**src/rtl/mips32_mem_pkg.sv**
```systemverilog
// +----------------------------------------------------------------------+
// | mips32_mem_pkg : shared types/constants for the unified memory port   |
// | Rev 1.0                                                              |
// +----------------------------------------------------------------------+
`default_nettype none

package mips32_mem_pkg;
  localparam int AW_DEF   = 10;
  localparam int DW_DEF   = 32;
  localparam int STARVE_W = 4;

  typedef enum logic [1:0] {
    RSP_NONE = 2'd0,
    RSP_IF   = 2'd1,
    RSP_D    = 2'd2
  } rsp_owner_t;
endpackage

`default_nettype wire

```
**src/rtl/mips32_starve_ctr.sv**
```systemverilog
// +----------------------------------------------------------------------+
// | mips32_starve_ctr : saturating fetch-starvation counter              |
// | Rev 1.0                                                              |
// +----------------------------------------------------------------------+
`default_nettype none

module mips32_starve_ctr
  import mips32_mem_pkg::*;
#(
  parameter int MAX = 4
) (
  input  logic clk1,
  input  logic rst_n,
  input  logic inc,
  input  logic clr,
  output logic at_max
);

  localparam logic [STARVE_W-1:0] MAX_C = STARVE_W'(MAX);

  logic [STARVE_W-1:0] r_count;

  always_ff @(posedge clk1 or negedge rst_n) begin
    if (!rst_n) begin
      r_count <= '0;
    end else if (clr) begin
      r_count <= '0;
    end else if (inc && (r_count != MAX_C)) begin
      r_count <= r_count + STARVE_W'(1);
    end
  end

  assign at_max = (r_count == MAX_C);

endmodule

`default_nettype wire

```
**src/rtl/mips32_mem_arbiter.sv**
```systemverilog
// +----------------------------------------------------------------------+
// | mips32_mem_arbiter : IF/MEM arbiter for the unified single-port SRAM |
// | Rev 1.0                                                              |
// +----------------------------------------------------------------------+
`default_nettype none

module mips32_mem_arbiter
  import mips32_mem_pkg::*;
#(
  parameter int AW         = AW_DEF,
  parameter int DW         = DW_DEF,
  parameter int STARVE_MAX = 4
) (
  input  logic          clk1,
  input  logic          rst_n,
  input  logic          if_req,
  input  logic [AW-1:0] if_addr,
  input  logic          if_flush,
  output logic          if_gnt,
  output logic          if_rvalid,
  output logic [DW-1:0] if_rdata,
  input  logic          d_req,
  input  logic          d_we,
  input  logic [AW-1:0] d_addr,
  input  logic [DW-1:0] d_wdata,
  output logic          d_gnt,
  output logic          d_rvalid,
  output logic [DW-1:0] d_rdata,
  output logic          mem_en,
  output logic          mem_we,
  output logic [AW-1:0] mem_addr,
  output logic [DW-1:0] mem_wdata,
  input  logic [DW-1:0] mem_rdata,
  output logic          fetch_starved
);

  rsp_owner_t r_owner;
  logic       w_at_max;

  mips32_starve_ctr #(
    .MAX (STARVE_MAX)
  ) u_starve_ctr (
    .clk1   (clk1),
    .rst_n  (rst_n),
    .inc    (if_req & d_gnt),
    .clr    (if_gnt | ~if_req),
    .at_max (w_at_max)
  );

  assign fetch_starved = w_at_max;

  // Grants are gated by rst_n so nothing reaches the SRAM while reset is held.
  assign if_gnt = rst_n & if_req & (w_at_max | ~d_req);
  assign d_gnt  = rst_n & d_req & ~if_gnt;

  assign mem_en    = if_gnt | d_gnt;
  assign mem_we    = d_gnt & d_we;
  assign mem_addr  = d_gnt ? d_addr : if_addr;
  assign mem_wdata = d_wdata;

  always_ff @(posedge clk1 or negedge rst_n) begin
    if (!rst_n) begin
      r_owner <= RSP_NONE;
    end else if (if_gnt && !if_flush) begin
      r_owner <= RSP_IF;
    end else if (d_gnt && !d_we) begin
      r_owner <= RSP_D;
    end else begin
      r_owner <= RSP_NONE;
    end
  end

  assign if_rvalid = (r_owner == RSP_IF) & ~if_flush;
  assign d_rvalid  = (r_owner == RSP_D);
  assign if_rdata  = mem_rdata;
  assign d_rdata   = mem_rdata;

endmodule

`default_nettype wire

```
**config.mk**
```make
export PLATFORM = sky130hd
export DESIGN_NAME = mips32_mem_arbiter
export DESIGN_NICKNAME = d
export VERILOG_FILES = /design/src/rtl/mips32_mem_pkg.sv /design/src/rtl/mips32_starve_ctr.sv /design/src/rtl/mips32_mem_arbiter.sv
export SDC_FILE = /design/constraint.sdc
export NUM_CORES = 1
export LEC_CHECK = 0
export BUFFER_PORTS_ARGS = -buffer_cell sky130_fd_sc_hd__buf_2
export CAP_MARGIN = 20
export CORE_AREA = 4 4 76 78
export CTS_CLUSTER_SIZE = 12
export DETAILED_ROUTE_END_ITERATION = 7
export DIE_AREA = 0 0 80 82
export GPL_ROUTABILITY_DRIVEN = 0
export MAX_ROUTING_LAYER = met4
export PLACE_DENSITY = 0.71
export SLEW_MARGIN = 10
export SYNTH_ARGS = -nofsm -noshare
export SYNTH_HDL_FRONTEND = slang
export SYNTH_HIERARCHICAL = 1
export SYNTH_SLANG_ARGS = --single-unit
```
**constraint.sdc**
```tcl
create_clock -name clk1 -period 2.5 [get_ports clk1]
set_clock_uncertainty 0.05 [all_clocks]
set_input_delay 0.375 -clock clk1 [delete_from_list [all_inputs] [get_ports clk1]]
set_output_delay 0.375 -clock clk1 [all_outputs]
set_load 0.02 [all_outputs]
```
# ---- Word level (Yosys, flattened, before mapping)
# Cells that the tools add are included.
dict set report totals {
  register_bits 6
  inputBits 90
  output_inout_bits 113
  wordCells 32
}
dict set report classes {
  n_addsub 1
  n_eq_ne 4
  muxes 5
  bitwise 14
  n_reduce_logical 6
}
# op count
set op_table {}
lappend op_table {{$mux W10} 1}
lappend op_table {{$mux W4} 2}
lappend op_table {{$and A1 B1 Y1} 7}
lappend op_table {{$add A4 B1 Y4 const B} 1}
lappend op_table {{$eq A4 B3 Y1 const B} 1}
lappend op_table {{$mux W2} 2}
lappend op_table {{$ne A4 B3 Y1 const B} 1}
lappend op_table {{$not A1 Y1} 4}
lappend op_table {{$logic_and A1 B1 Y1} 3}
lappend op_table {{$or A1 B1 Y1} 3}
lappend op_table {{$eq A2 B1 Y1 const B} 1}
lappend op_table {{$eq A2 B2 Y1 const B} 1}
lappend op_table {{$logic_not A1 Y1} 2}
lappend op_table {{$reduce_bool A2 Y1} 1}

# ---- Depth between registers and ports, before layout
dict set report depth {
  word_depth 9
  ltp_mapped 9
  depth_no_buf 9
}

# ---- Cells and area by module
# The synthesis kept the hierarchy.
# module instances cells_each area_each_um2 seq_area_each_um2
set by_module_without_submodules {}
lappend by_module_without_submodules {mips32_mem_arbiter 1 125 1004.7 50.0}
lappend by_module_without_submodules {mips32_starve_ctr 1 24 234.0 100.1}

# ---- Worst setup path after synthesis
# OpenSTA, ideal clock, no wires.
dict set report synth_timing {
  path_kind {reg2out}
  startpoint {register u_starve_ctr.r_count[0]}
  endpoint {output mem_addr[2]}
  arrival_ps 1554
  t_required_ps 2075
  path_slack_ps 521
  path_stages_with_launch 9
  n_path_buf 1
  path_cell_list {dfrtp_1 inv_1 ha_1 nand3b_4 inv_2 nand2_1 nand3_2 buf_6 mux2_4}
}
dict set report synth_via {
  elab_chain_cells 6
}
# item line
set synth_rtl {}
lappend synth_rtl {{start: declaration} mips32_starve_ctr.sv:21} ;# logic [STARVE_W-1:0] r_count;
lappend synth_rtl {{start signal: assignment} mips32_starve_ctr.sv:29} ;# r_count <= r_count + STARVE_W'(1);
lappend synth_rtl {{$eq A4 B3 Y1} mips32_starve_ctr.sv:33} ;# assign at_max = (r_count == MAX_C);
lappend synth_rtl {{named net fetch_starved} mips32_mem_arbiter.sv:34} ;# output logic fetch_starved
lappend synth_rtl {{$or A1 B1 Y1} mips32_mem_arbiter.sv:53} ;# assign if_gnt = rst_n & if_req & (w_at_max | ~d_req);
lappend synth_rtl {{$and A1 B1 Y1} mips32_mem_arbiter.sv:53}
lappend synth_rtl {{$not A1 Y1} mips32_mem_arbiter.sv:54} ;# assign d_gnt = rst_n & d_req & ~if_gnt;
lappend synth_rtl {{$and A1 B1 Y1} mips32_mem_arbiter.sv:54}
lappend synth_rtl {{$mux W10} mips32_mem_arbiter.sv:58} ;# assign mem_addr = d_gnt ? d_addr : if_addr;
lappend synth_rtl {{end: declaration} mips32_mem_arbiter.sv:31} ;# output logic [AW-1:0] mem_addr,
# The timed path passes the listed nets, and every way through them passes these cells.

# ---- Final worst setup path
dict set report layout_timing {
  startpoint {register u_starve_ctr.r_count[0]}
  endpoint {output mem_addr[1]}
}
dict set report layout_via {
  elab_chain_cells 6
}
# item line
set layout_rtl {}
lappend layout_rtl {{$eq A4 B3 Y1} mips32_starve_ctr.sv:33}
lappend layout_rtl {{$or A1 B1 Y1} mips32_mem_arbiter.sv:53}
lappend layout_rtl {{$and A1 B1 Y1} mips32_mem_arbiter.sv:53}
lappend layout_rtl {{$not A1 Y1} mips32_mem_arbiter.sv:54}
lappend layout_rtl {{$and A1 B1 Y1} mips32_mem_arbiter.sv:54}
lappend layout_rtl {{$mux W10} mips32_mem_arbiter.sv:58}
# Every way passes these cells.

==> impl_metrics.toml <==
[run_status]
run_status = "finished clean"

[sta]
fin_crit_ps = 2361
setup_tns_ps = 0
hold_viol = 0
finalWorstSetupSlack_ps = 139.2
worst_pin_slew_ps = 290.3
post-route-period-util_pct = 94.43
maxSlewHeadroom_pct = 80.58
finalMaxSlewViolations = 0
rsz0062_at_grt = "false"
setup_violations = 0
max_freq_mhz = 423.6

[route]
wl_met1_um = 677
routed-wl-met2_um = 1061
via_count = 620
wl_per_cell_um = 12.96
vias_per_cell = 3.669
dr.pass1.iters = 4
wirelength_um = 2191
drc = 0
initialDrtViolationCount = 22
route.met3.wl_um = 271
ant_nets = 0
highest_layer = "met4"

[placement]
io_buffers = 42
place_ws_ps = 250.2
hpwl_um = 1815

[cells_and_area]
antenna_cells = 0
final_nets = 193
layout-drive-gt1-share_pct = 61.62
area_growth_pct = -29.70
nFillCells = 595

[critical_path]
arrival_ps = 1940
path_class = "reg2out"
cp.required_ps = 2080
cp-end-kind = "output pin"
critPathMaxFanout = 13
start_kind = "flop"

[clock_tree]
cts_tree = "yes"
clk_pin_slew_ps = 40
root_buffer = "clkbuf_8"
cts_made_buffers = 3
cts_sinks = 6
insertion_delay_ps = 220
clk_path_buf_depth = 2
cts_setup_buffers = 0
htreeDepth = 1

[die]
fp-row-count = 26
die_height_um = 82
ioPinCount = 203
die_x_um = 80
core_mm2 = 0.005075
initial_core_util_pct = 24.41
die_area_mm2 = 0.006560

[synth]
synth-seq-cells = 6
synth_top_cell_by_area = "buf_4"
ys_types = 22
synth_nets = 241
syn_avg_cell_area_um2 = 8.313
yosysTopAreaCellShare_pct = 58.18
synth_mux_area_share_pct = 11.21
synthCells = 149
yosys.area_share.simple_pct = 10.40
synth_top_family_by_area = "buffers and inverters"
netlist_area_mm2 = 0.001239
ys_seq_area_share_pct = 12.12
synthAdderAreaFrac_pct = 2.020
synth_compound_area_share_pct = 3.636
synth_xor_area_share_pct = 0
synth-warning-count = 6
yosys-top-cells-area = "buf_4, dfrtp_1, mux2_4"

[worst_hold_path]
hold_class = "in2reg"

[grt]
grt_max_degree = 14
grt_pass1_vias = 642
track_usage_pct = 6.521
grt_antenna_before_repair = 0
grt_pass1_wl_um = 3049
grt.overflow.total = 0

[power_and_ir_drop]
power_density_mw_per_mm2 = 399.8
ir_drop_mv = 0.1414
leakage_nw = 0.4588

[flow_run]
drv_cap = 0
-- layer usage --
metal	vias up	track usage (%)
li1	275	-
met1	266	5.729
met2	48	8.609
met3	31	2.851
met4	0	9.966
met5	-	-
-- worst max-delay path, stage by stage (launching register included) --
cell and delay (ps):
dfrtp_1 400, inv_1 100, ha_1 210, nand3b_4 110
inv_2 100, nand2_1 90, nand3_4 190, mux2_2 360
buf_2 160
-- layout make-up --
class | count | area, um2 | share of cell area, %
sequential | 6 | 150.1 | 17.24
timing repair buffer | 44 | 227.7 | 26.15
clock buffer | 3 | 41.29 | 4.741
multi-input combinational | 41 | 345.3 | 39.66
tap | 70 | 87.58 | 10.06
inverter | 5 | 18.77 | 2.155
-- state kept, by name, summed over array words and instances (netlist names) --
register,flops
u_starve_ctr/r_count,4
r_owner,2
-- through the flow --
stage / util, % / power, mW / instance area (um2) / std cells / hold WS, ps
after CTS: 17.01 / 0.3539 / 863.3 / 169 / 271.8
after detailed placement: 16.00 / 0.2038 / 812.0 / 165 / 196.0
final: 17.16 / 0.3482 / 870.8 / 169 / 271.9
after floorplan: - / 0.3844 / 1239 / 149 / 29.41
after global routing: 17.16 / 0.3690 / 870.8 / 169 / 273.8
after global placement: 16.00 / 0.2012 / 812.0 / 165 / 197.7
-- power breakdown --
group,switching (mW),internal [mW]
Combinational,0.0538,0.0489
Sequential,0.00109,0.0994
Clock,0.0416,0.103
-- Yosys cell counts --
cell type	n
dfrtp_1	6
nand2_1	5
nand3b_4	1
nor2b_1	3
nand3_2	1
mux2_4	7
ha_1	2
or3_1	1
inv_2	1
nand2b_1	1
nor2_1	4
inv_1	4
buf_4	96
nor3_1	1
a21oi_1	4
a21o_2	2
o21a_1	1
mux2_2	3
nand4_1	1
nor3b_1	1
buf_6	1
nand3_1	3
-- final timing paths --
kind,slack (ps),start,cells after the start,end
worst max register to register,570,u_starve_ctr/r_count[0],9,u_starve_ctr/r_count[3]
worst max-delay path,140,u_starve_ctr/r_count[0],8,mem_addr[1]
worst min-delay path,270,if_flush,2,r_owner[0]
max in group asynchronous,1560,rst_n,2,u_starve_ctr/r_count[0]
worst min register to register,490,u_starve_ctr/r_count[3],2,u_starve_ctr/r_count[3]
min in group asynchronous,620,rst_n,2,r_owner[0]
-- layout by cell type (no fill, tap or decap), drive strengths merged, types with 2 or more instances in the layout --
cell type / Yosys / routed
dfrtp: 6 / 6
clkbuf: 0 / 3
nand3: 4 / 4
buf: 97 / 43
nor2b: 3 / 3
nor2: 4 / 4
ha: 2 / 2
inv: 5 / 5
mux2: 10 / 10
a21o: 2 / 2
a21oi: 4 / 4
nand2: 5 / 5
-- what timing repair did --
action / in CTS / in global routing
endpoints found under the setup margin: 0 / 10
hold buffers: 1 / 0
resized for setup: 0 / 1
hold endpoints to repair: 6 / 0
-- logic make-up after synthesis --
group / Yosys count
compound gates: 7
fa+ha+maj: 2
buf+inv: 102
flops: 6
mux: 10
simple gates: 22
No activity file was read; power rests on OpenSTA's default activity.
